--- src/rtl/nv_ram_rws_64x116_fifo_ctrl_pkg.sv ---
// rtl/nv_ram_rws_64x116_fifo_ctrl_pkg.sv - shared geometry for the 64x116 RAM-backed FIFO controller
package nv_ram_rws_64x116_fifo_ctrl_pkg;

    localparam int FIFO_DEPTH = 64;
    localparam int FIFO_AW    = 6;
    localparam int FIFO_DW    = 116;
    localparam int FIFO_PTR_W = FIFO_AW + 1;

endpackage

--- src/rtl/nv_fifo_ptr_cnt.sv ---
// rtl/nv_fifo_ptr_cnt.sv - AW+1 bit wrapping FIFO pointer with increment enable
module nv_fifo_ptr_cnt
    import nv_ram_rws_64x116_fifo_ctrl_pkg::*;
#(
    parameter int AW = FIFO_AW
) (
    input  logic        clk,
    input  logic        rst,
    input  logic        inc,
    output logic [AW:0] ptr
);

    logic [AW:0] ptr_q;
    logic [AW:0] ptr_d;

    // The extra MSB is the wrap bit that tells full from empty.
    always_comb begin
        ptr_d = ptr_q;
        if (inc) begin
            ptr_d = ptr_q + {{AW{1'b0}}, 1'b1};
        end
    end

    always_ff @(posedge clk) begin
        if (rst) begin
            ptr_q <= '0;
        end else begin
            ptr_q <= ptr_d;
        end
    end

    assign ptr = ptr_q;

endmodule

--- src/rtl/nv_ram_rws_64x116_fifo_ctrl.sv ---
// rtl/nv_ram_rws_64x116_fifo_ctrl.sv - valid/ready FIFO sequencer around a registered-read-address 64x116 RAM
module nv_ram_rws_64x116_fifo_ctrl
    import nv_ram_rws_64x116_fifo_ctrl_pkg::*;
#(
    parameter int DEPTH = FIFO_DEPTH,
    parameter int AW    = FIFO_AW,
    parameter int DW    = FIFO_DW
) (
    input  logic          clk,
    input  logic          rst,
    input  logic          wr_pvld,
    output logic          wr_prdy,
    input  logic [DW-1:0] wr_pd,
    output logic          rd_pvld,
    input  logic          rd_prdy,
    output logic [DW-1:0] rd_pd,
    output logic [AW-1:0] ram_wa,
    output logic          ram_we,
    output logic [DW-1:0] ram_di,
    output logic [AW-1:0] ram_ra,
    output logic          ram_re,
    input  logic [DW-1:0] ram_dout,
    output logic [AW:0]   wr_count
);

    localparam logic [AW:0] DEPTH_C = (AW+1)'(DEPTH);

    logic [AW:0] wr_ptr;
    logic [AW:0] iss_ptr;
    logic [AW:0] pend;
    logic [AW:0] count_q;
    logic [AW:0] count_d;
    logic        out_vld_q;
    logic        out_vld_d;
    logic        push;
    logic        pop;
    logic        issue;

    nv_fifo_ptr_cnt #(.AW(AW)) u_wr_ptr (
        .clk (clk),
        .rst (rst),
        .inc (push),
        .ptr (wr_ptr)
    );

    nv_fifo_ptr_cnt #(.AW(AW)) u_iss_ptr (
        .clk (clk),
        .rst (rst),
        .inc (issue),
        .ptr (iss_ptr)
    );

    // The output stage's word lives in its RAM slot; re-issuing only when the
    // stage drains keeps the latched read address, and so rd_pd, stable.
    always_comb begin
        wr_prdy   = !rst && (count_q != DEPTH_C);
        push      = wr_pvld && wr_prdy;
        pend      = wr_ptr - iss_ptr;
        issue     = !rst && (pend != '0) && (!out_vld_q || rd_prdy);
        rd_pvld   = !rst && out_vld_q;
        pop       = rd_pvld && rd_prdy;
        out_vld_d = issue || (out_vld_q && !rd_prdy);
        count_d   = count_q + {{AW{1'b0}}, push} - {{AW{1'b0}}, pop};
    end

    always_ff @(posedge clk) begin
        if (rst) begin
            count_q   <= '0;
            out_vld_q <= 1'b0;
        end else begin
            count_q   <= count_d;
            out_vld_q <= out_vld_d;
        end
    end

    assign ram_we   = push;
    assign ram_wa   = wr_ptr[AW-1:0];
    assign ram_di   = wr_pd;
    assign ram_re   = issue;
    assign ram_ra   = iss_ptr[AW-1:0];
    assign rd_pd    = ram_dout;
    assign wr_count = count_q;

    a_no_push_full: assert property (@(posedge clk) disable iff (rst)
        !(push && (count_q == DEPTH_C)));
    a_no_re_stall: assert property (@(posedge clk) disable iff (rst)
        !(ram_re && out_vld_q && !rd_prdy));
    a_count_consistent: assert property (@(posedge clk) disable iff (rst)
        count_q == (pend + {{AW{1'b0}}, out_vld_q}));

endmodule

--- config.mk ---
export PLATFORM = sky130hd
export DESIGN_NAME = nv_ram_rws_64x116_fifo_ctrl
export DESIGN_NICKNAME = d
export VERILOG_FILES = /design/src/rtl/nv_ram_rws_64x116_fifo_ctrl_pkg.sv /design/src/rtl/nv_fifo_ptr_cnt.sv /design/src/rtl/nv_ram_rws_64x116_fifo_ctrl.sv
export SDC_FILE = /design/constraint.sdc
export NUM_CORES = 1
export LEC_CHECK = 0
export ABC_AREA = 0
export CORE_AREA = 2 2 193 195
export CTS_BUF_LIST = sky130_fd_sc_hd__clkbuf_8
export DETAILED_ROUTE_END_ITERATION = 6
export DIE_AREA = 0 0 195 197
export MAX_ROUTING_LAYER = met4
export SLEW_MARGIN = 20
export SYNTH_ARGS = -nofsm -noshare
export SYNTH_HDL_FRONTEND = slang
export SYNTH_SLANG_ARGS = --single-unit
--- constraint.sdc ---
create_clock -name clk -period 4.6 [get_ports clk]
set_clock_uncertainty 0.05 [all_clocks]
set_input_delay 1.15 -clock clk [delete_from_list [all_inputs] [get_ports clk]]
set_output_delay 1.15 -clock clk [all_outputs]
set_load 0.01 [all_outputs]
==> metrics.md, run 1 <==
| Metric | Value |
|---|---|
| Status | `finished, final reports clean` |
| Clock buffer depth | `2` |
| Num CTS Buffers | `3` |
| Min-Delay Path Class | `reg -> reg` |
| Routed WL | `between 9000 and 10000 um` |
| Crit path depth | `8` |
| Diodes inserted | `0` |
| Port-buffer cells | `26` |
| Horiz. Die Dim | `approximately 200 um` |
| #FFs+latches synth | `22` |
| Final ANT Viol Nets | `0` |
| Site Rows | `70` |
| Crit path from | `u_iss_ptr.ptr[5]` |
| Cells after Synth | `407` |
| Synth unique cells | `37` |
| DP HPWL | `between 7000 and 8000 um` |
| Period utilisation layout | `93.2%` |
| Least-Margin Pin Slew | `0.530 ns` |
| Post-place setup slack | `~0.43 ns` |
| Maximum vdd drop | `between 200 and 300 uV` |
| Root Buffer | `clkbuf_8` |
| Final net count | `between 400 and 500` |
| Initial core utilization | `8.90%` |
| DRC | `0` |
| Worst skew pair latency | `0.28 ns` |
| First-iteration detailed-routing DRC count | `62` |
| Crit-path cells | `inv_1 > ha_1 > or3_1 > a21oi_1 > o2111ai_2 > o31ai_4 > nor2_1 > clkdlybuf4s50_1` |
| Critical setup path kind | `reg -> out` |
| Worst path slowest cell | `o31ai_4` |
| Post-route minimum period | `roughly 4.3 ns` |
| Die Area | `about 38000 um^2` |
| Detailed Routing Iterations Pass 1 | `4` |
| Commonest non-fill, non-tap cell in the layout | `clkdlybuf4s50_1` |
| Post-route cell area | `around 2300 um^2` |
| Vias in the first global route | `1591` |
| Synth-to-layout area growth | `-28.1%` |
| Core box area | `about 36000 um^2` |
| Overflow after GRT | `0` |
| Reg2Reg Setup Slack | `1.58 ns` |
| Reg2reg start | `wr_count[4]` |
| CP Data Required Time | `3.40 ns` |
| Total Neg Setup Slack | `0 ns` |
| Worst Path Buf+Inv | `2` |
| Syn_nets | `roughly 660` |
| Number of cells on the worst reg-to-reg path | `14` |
| Mean Syn Cell Area | `7.93 um^2` |
| Cell Area, Synth | `3230 um^2` |
| Routability cong. | `around 0.66` |
| Max Fclk | `~0.23 GHz` |
| CP startpoint kind | `flip-flop` |
| Maxcap violations | `0` |
| Power Density | `418 nW/um^2` |
| Final Setup Violations | `0` |
| Clk network pwr share | `between 10% and 20%` |
| Sequential fraction of the synthesis area | `13.7%` |
| Max-slew violations | `0` |
| First-pass GRT wire length | `~12000 um` |
| Worst-path clk slew | `about 0.09 ns` |
| # resized after CTS | `0` |
| Htree depth | `1` |
| Logic pwr share | `between 50% and 60%` |
| Final WS setup | `around 0.31 ns` |
| GRT Total Usage | `around 4.7%` |
| Crit-path max cell delay | `~0.55 ns` |
| WL/cell | `13.9 um` |
| Initial antenna violation count | `0` |
| Synth Warn # | `0` |
| Placed cell area | `around 2200 um^2` |
| Top cell family by delay on the critical path | `compound AO/OA/AOI/OAI gates` |
| Critical path peak fanout | `13` |
| Crit path capture | `ram_re` |
| Critical path capture point type | `primary output` |
| # IOs | `approximately 500` |
| Sw Pwr | `around 0.00038 W` |
| Die Ht | `197 um` |
| Worst reg2reg endpoint | `wr_count[6]` |
| DR vias/cell | `2.41` |
| Leakage power | `between 0.7 and 0.8 nW` |
| Setup Buffers After CTS | `0` |
| Arrival @ worst endpoint | `3.09 ns` |
| Most frequent cells in the layout | `clkdlybuf4s50_1 (26), dfxtp_1 (22), inv_1 (20)` |
| Via Count | `~1600` |
| Layout cells sized above 1 | `about 6.2%` |
| CTS tree | `done` |
| CTS Sinks | `22` |
| Seq pwr share | `28.3%` |
| Rel. slew slack | `~65%` |
| RSZ-0062 raised after global routing | `no` |
| Hold Buf Count CTS | `0` |
| Final hold viol count | `0` |
| Largest net degree at the start of global routing | `18` |
| Sw frac | `between 30% and 40%` |
| P_int | `roughly 0.00059 W` |
-- worst reg2reg max path, stage by stage (launching register included) --
cell and delay (ns):
dfxtp_1 0.38, inv_1 0.08, ha_1 0.20, and2_1 0.17, a311oi_2 0.34, buf_4 0.22, ha_1 0.17, inv_1 0.06
fa_1 0.40, nand2b_1 0.17, a21oi_1 0.17, o21ai_0 0.12, a21oi_1 0.18, or3_1 0.13, a21oi_1 0.06
-- metrics by stage --
| step | power [W] | cells | hold slack [ns] | utilization (%) |
|---|---|---|---|---|
| detailed placement | 0.000797 | 657 | 0.446 | 6.20 |
| global placement | 0.000791 | 657 | 0.432 | 6.20 |
| CTS | 0.000995 | 661 | 0.460 | 6.39 |
| finish | 0.000970 | 661 | 0.452 | 6.39 |
| floorplan | 0.000848 | 407 | 0.413 | - |
| global route | 0.00107 | 661 | 0.475 | 6.39 |
-- sequential cells by signal, summed over array words and instances, names as in the netlist --
register,cells
wr_count,7
out_vld_q,1
u_iss_ptr.ptr,7
u_wr_ptr.ptr,7
-- routing by layer --
layer  part of all wire (%)  GRT usage (%)
met5                      0              -
met4                    9.4           4.89
met3                     23           4.45
met2                     46           7.12
met1                     22           2.88
-- logic make-up (layout without fill, tap and decap cells) --
kind of cell	after synthesis	in the layout	synth area share, %
buffers and inverters	268	54	59.8
multiplexers	1	1	0.310
XOR/XNOR	12	12	3.26
flip-flops	22	22	13.7
adder cells (fa/ha/maj)	18	18	7.21
AO/OA/AOI/OAI	33	33	7.02
AND/OR/NAND/NOR	53	53	8.73
-- how the worst min path moves through the flow --
stage / startpoint / end / slack (ns) / depth (start not counted)
floorplan: u_iss_ptr.ptr[6] / u_iss_ptr.ptr[6] / 0.41 / 2
global placement: u_iss_ptr.ptr[6] / u_iss_ptr.ptr[6] / 0.43 / 2
detailed placement: u_iss_ptr.ptr[6] / u_iss_ptr.ptr[6] / 0.45 / 2
CTS: u_iss_ptr.ptr[6] / u_iss_ptr.ptr[6] / 0.46 / 2
global route: u_iss_ptr.ptr[6] / u_iss_ptr.ptr[6] / 0.48 / 2
finish: u_iss_ptr.ptr[6] / u_iss_ptr.ptr[6] / 0.45 / 2
-- layout make-up --
type                       instances  area [um^2]
tap                              468          586
multi-input combinational        117          856
timing repair buffer              30          290
inverter                          20         75.1
sequential                        22          440
fill                            4309        33900
clock inverter                     1         30.0
clock buffer                       3         41.3
-- Yosys cell counts --
cell,instances,share of area [%]
and2_1,2,0.39
xor2_1,7,1.9
nand3b_1,1,0.23
ha_1,17,6.6
nor3_1,2,0.31
clkbuf_1,3,0.35
inv_1,20,2.3
buf_6,1,0.35
o31ai_1,2,0.47
dfxtp_1,22,14
a31oi_1,2,0.39
nand2b_1,4,0.78
xnor2_1,5,1.4
nor3b_1,1,0.23
o2111ai_2,1,0.47
nor4b_1,1,0.27
o31ai_4,1,0.66
o21ai_1,3,0.47
o21bai_1,1,0.23
nand4_1,1,0.19
fa_1,1,0.62
a21boi_2,1,0.35
a211o_1,1,0.27
and3_1,1,0.19
o21ai_0,4,0.62
nor2b_1,3,0.58
a21oi_1,14,2.2
nor2_1,14,1.6
or4_1,3,0.70
a21o_1,2,0.47
a311oi_2,1,0.47
mux2i_1,1,0.31
nand3_1,5,0.78
and4_1,2,0.54
buf_4,244,57
or3_1,5,0.97
nand2_1,8,0.93
-- power groups by stage --
| stage | combinational (W) | clock (W) | sequential [W] |
|---|---|---|---|
| after floorplan | 0.000571 | 0 | 0.000277 |
| after global placement | 0.000512 | 0 | 0.000280 |
| after detailed placement | 0.000518 | 0 | 0.000279 |
| after CTS | 0.000522 | 0.000197 | 0.000277 |
| after global routing | 0.000575 | 0.000209 | 0.000284 |
| final | 0.000505 | 0.000190 | 0.000275 |
(Power assumes the default switching activity.)
==> run 2, diff against run 1 <==
--- a/config.mk
+++ b/config.mk
@@ -8,2 +8,3 @@
 export ABC_AREA = 0
+export CAP_MARGIN = 30
 export CORE_AREA = 2 2 193 195
--- a/constraint.sdc
+++ b/constraint.sdc
@@ -4,2 +4,2 @@
 set_output_delay 1.15 -clock clk [all_outputs]
-set_load 0.01 [all_outputs]
+set_load 0.02 [all_outputs]
==> run 2 against run 1 <==
Routed wire length fell by 0.67%. Combinational power grew 9.3%. Non-clock buffer count up 1. Register-to-register slack better by 0.25 ns. Cell area is 0.32% higher. Worst setup slack better by 0.20 ns. Global-route usage hardly changed. Fmax rose by 4.9%. Critical path depth fell by 4. Critical path type is now in -> out. Largest cell class unchanged. Highest routed layer unchanged.
==> metrics.md, run 2 (synthesis gave the netlist of run 1 again) <==
| Metric | Value |
|---|---|
| DP HPWL | `~7600 um` |
| First-pass GRT wire length | `roughly 12000 um` |
| Initial core utilization | `8.90%` |
| CTS Sinks | `22` |
| Worst path slowest cell | `clkdlybuf4s50_1` |
| Commonest non-fill, non-tap cell in the layout | `clkdlybuf4s50_1` |
| Number of cells on the worst reg-to-reg path | `13` |
| Num CTS Buffers | `3` |
| Hold WS | `0.458 ns` |
| Routability cong. | `between 0.6 and 0.7` |
| Top cell family by delay on the critical path | `buffers and inverters` |
| Post-route minimum period | `roughly 4.1 ns` |
| RSZ-0062 raised after global routing | `no` |
| DR vias/cell | `around 2.4` |
| CTS tree | `done` |
| Power Density | `approximately 440 nW/um^2` |
| Least-Margin Pin Slew | `approximately 0.38 ns` |
| Arrival @ worst endpoint | `about 2.9 ns` |
| Rel. slew slack | `between 70 and 80%` |
| GRT Total Usage | `4.65%` |
| Largest net degree at the start of global routing | `16` |
| Total Neg Setup Slack | `0 ns` |
| Min-Delay Path Class | `reg -> reg` |
| Horiz. Die Dim | `195 um` |
| Vias in the first global route | `between 1500 and 2000` |
| WL/cell | `around 14 um` |
| Die Area | `between 30000 and 40000 um^2` |
| Leakage power | `about 0.73 nW` |
| DRC | `0` |
| Util after Layout | `under 10%` |
| # IOs | `491` |
| Status | `finished, final reports clean` |
| Worst-path clk slew | `about 0.09 ns` |
| Max-slew violations | `0` |
| Worst skew pair latency | `between 0.2 and 0.3 ns` |
| Crit-path cells | `clkdlybuf4s50_1 > a311oi_2 > buf_4 > clkdlybuf4s50_1` |
| Initial antenna violation count | `0` |
| Routed WL | `between 9000 and 10000 um` |
| CP dominant cell by count | `clkdlybuf4s50_1` |
| Via Count | `between 1500 and 2000` |
| Site Rows | `70` |
| Root Buffer | `clkbuf_8` |
| Critical path capture point type | `primary output` |
| Setup Buffers After CTS | `0` |
| Diodes inserted | `0` |
| # resized after CTS | `0` |
| Hold Buf Count CTS | `0` |
| Crit path from | `rst` |
| Critical path peak fanout | `7` |
| Htree depth | `1` |
| Overflow after GRT | `0` |
| Clock buffer depth | `2` |
| Period utilisation layout | `88.8%` |
| Core box area | `36300 um^2` |
| Port-buffer cells | `26` |
| Maximum vdd drop | `approximately 300 uV` |
| Crit-path max cell delay | `between 0.6 and 0.7 ns` |
| Max Fclk | `~0.24 GHz` |
| Final net count | `between 400 and 500` |
| First-iteration detailed-routing DRC count | `55` |
| CP Data Required Time | `roughly 3.4 ns` |
| Placed cell area | `between 2000 and 2500 um^2` |
| Layout cells sized above 1 | `around 6.7%` |
| Fillers | `4300` |
| Synth-to-layout area growth | `-27.9%` |
| Final Setup Violations | `0` |
| Critical setup path kind | `in -> out` |
| Post-route cell area | `2330 um^2` |
| Final hold viol count | `0` |
| Final ANT Viol Nets | `0` |
| Most frequent cells in the layout | `clkdlybuf4s50_1 (26), dfxtp_1 (22), inv_1 (20)` |
| Cells on Worst Hold Path | `2` |
| CP startpoint kind | `primary input` |
| Die Ht | `197 um` |
| Reg2reg start | `wr_count[4]` |
| Maxcap violations | `0` |
| Worst Path Buf+Inv | `3` |
| Crit path depth | `4` |
| Hold wc startpoint | `u_iss_ptr.ptr[6]` |
| Detailed Routing Iterations Pass 1 | `4` |
-- run 2: final cells by class --
| class | count | area [um^2] | share of cell area, % |
|---|---|---|---|
| clock buffers | 3 | 41.3 | 1.78 |
| clock inverters | 1 | 30.0 | 1.29 |
| inverters | 20 | 75.1 | 3.23 |
| multi-input cells | 117 | 856 | 36.8 |
| flip-flops and latches | 22 | 440 | 18.9 |
| well taps | 468 | 586 | 25.2 |
| repair buffers | 31 | 298 | 12.8 |
-- run 2: path summary, 6_finish.rpt --
check	to	slack (ns)
max	ram_we	0.51
min	u_iss_ptr.ptr[6]	0.46
max reg2reg	wr_count[6]	1.83
min reg2reg	u_iss_ptr.ptr[6]	0.46
-- run 2: worst register-to-register path, delay by kind of cell (launching register included) --
family	cells	cell delay [ns]
buf+inv	2	0.13
fa+ha+maj	3	0.81
compound gates	5	0.82
flops	1	0.38
simple gates	3	0.47
-- run 2: power by group --
group / internal (W) / switching [W]
logic: 0.000255 / 0.000297
clock network: 0.000117 / 0.0000742
registers: 0.000230 / 0.0000452
-- run 2: per-stage QoR --
step,setup slack (ns),std cells,total power [W]
2_1_floorplan,1.02,407,0.000967
3_3_place_gp,0.399,658,0.000836
3_5_place_dp,0.423,658,0.000840
4_1_cts,0.416,662,0.00104
5_1_grt,0.387,662,0.00111
6_report,0.513,662,0.00102
-- run 2: per-layer routing --
metal	up-vias	track usage, %	wire, um
li1	624	-	-
met1	598	2.76	2070
met2	229	7.18	4230
met3	110	4.35	1980
met4	0	4.89	860
met5	-	-	0
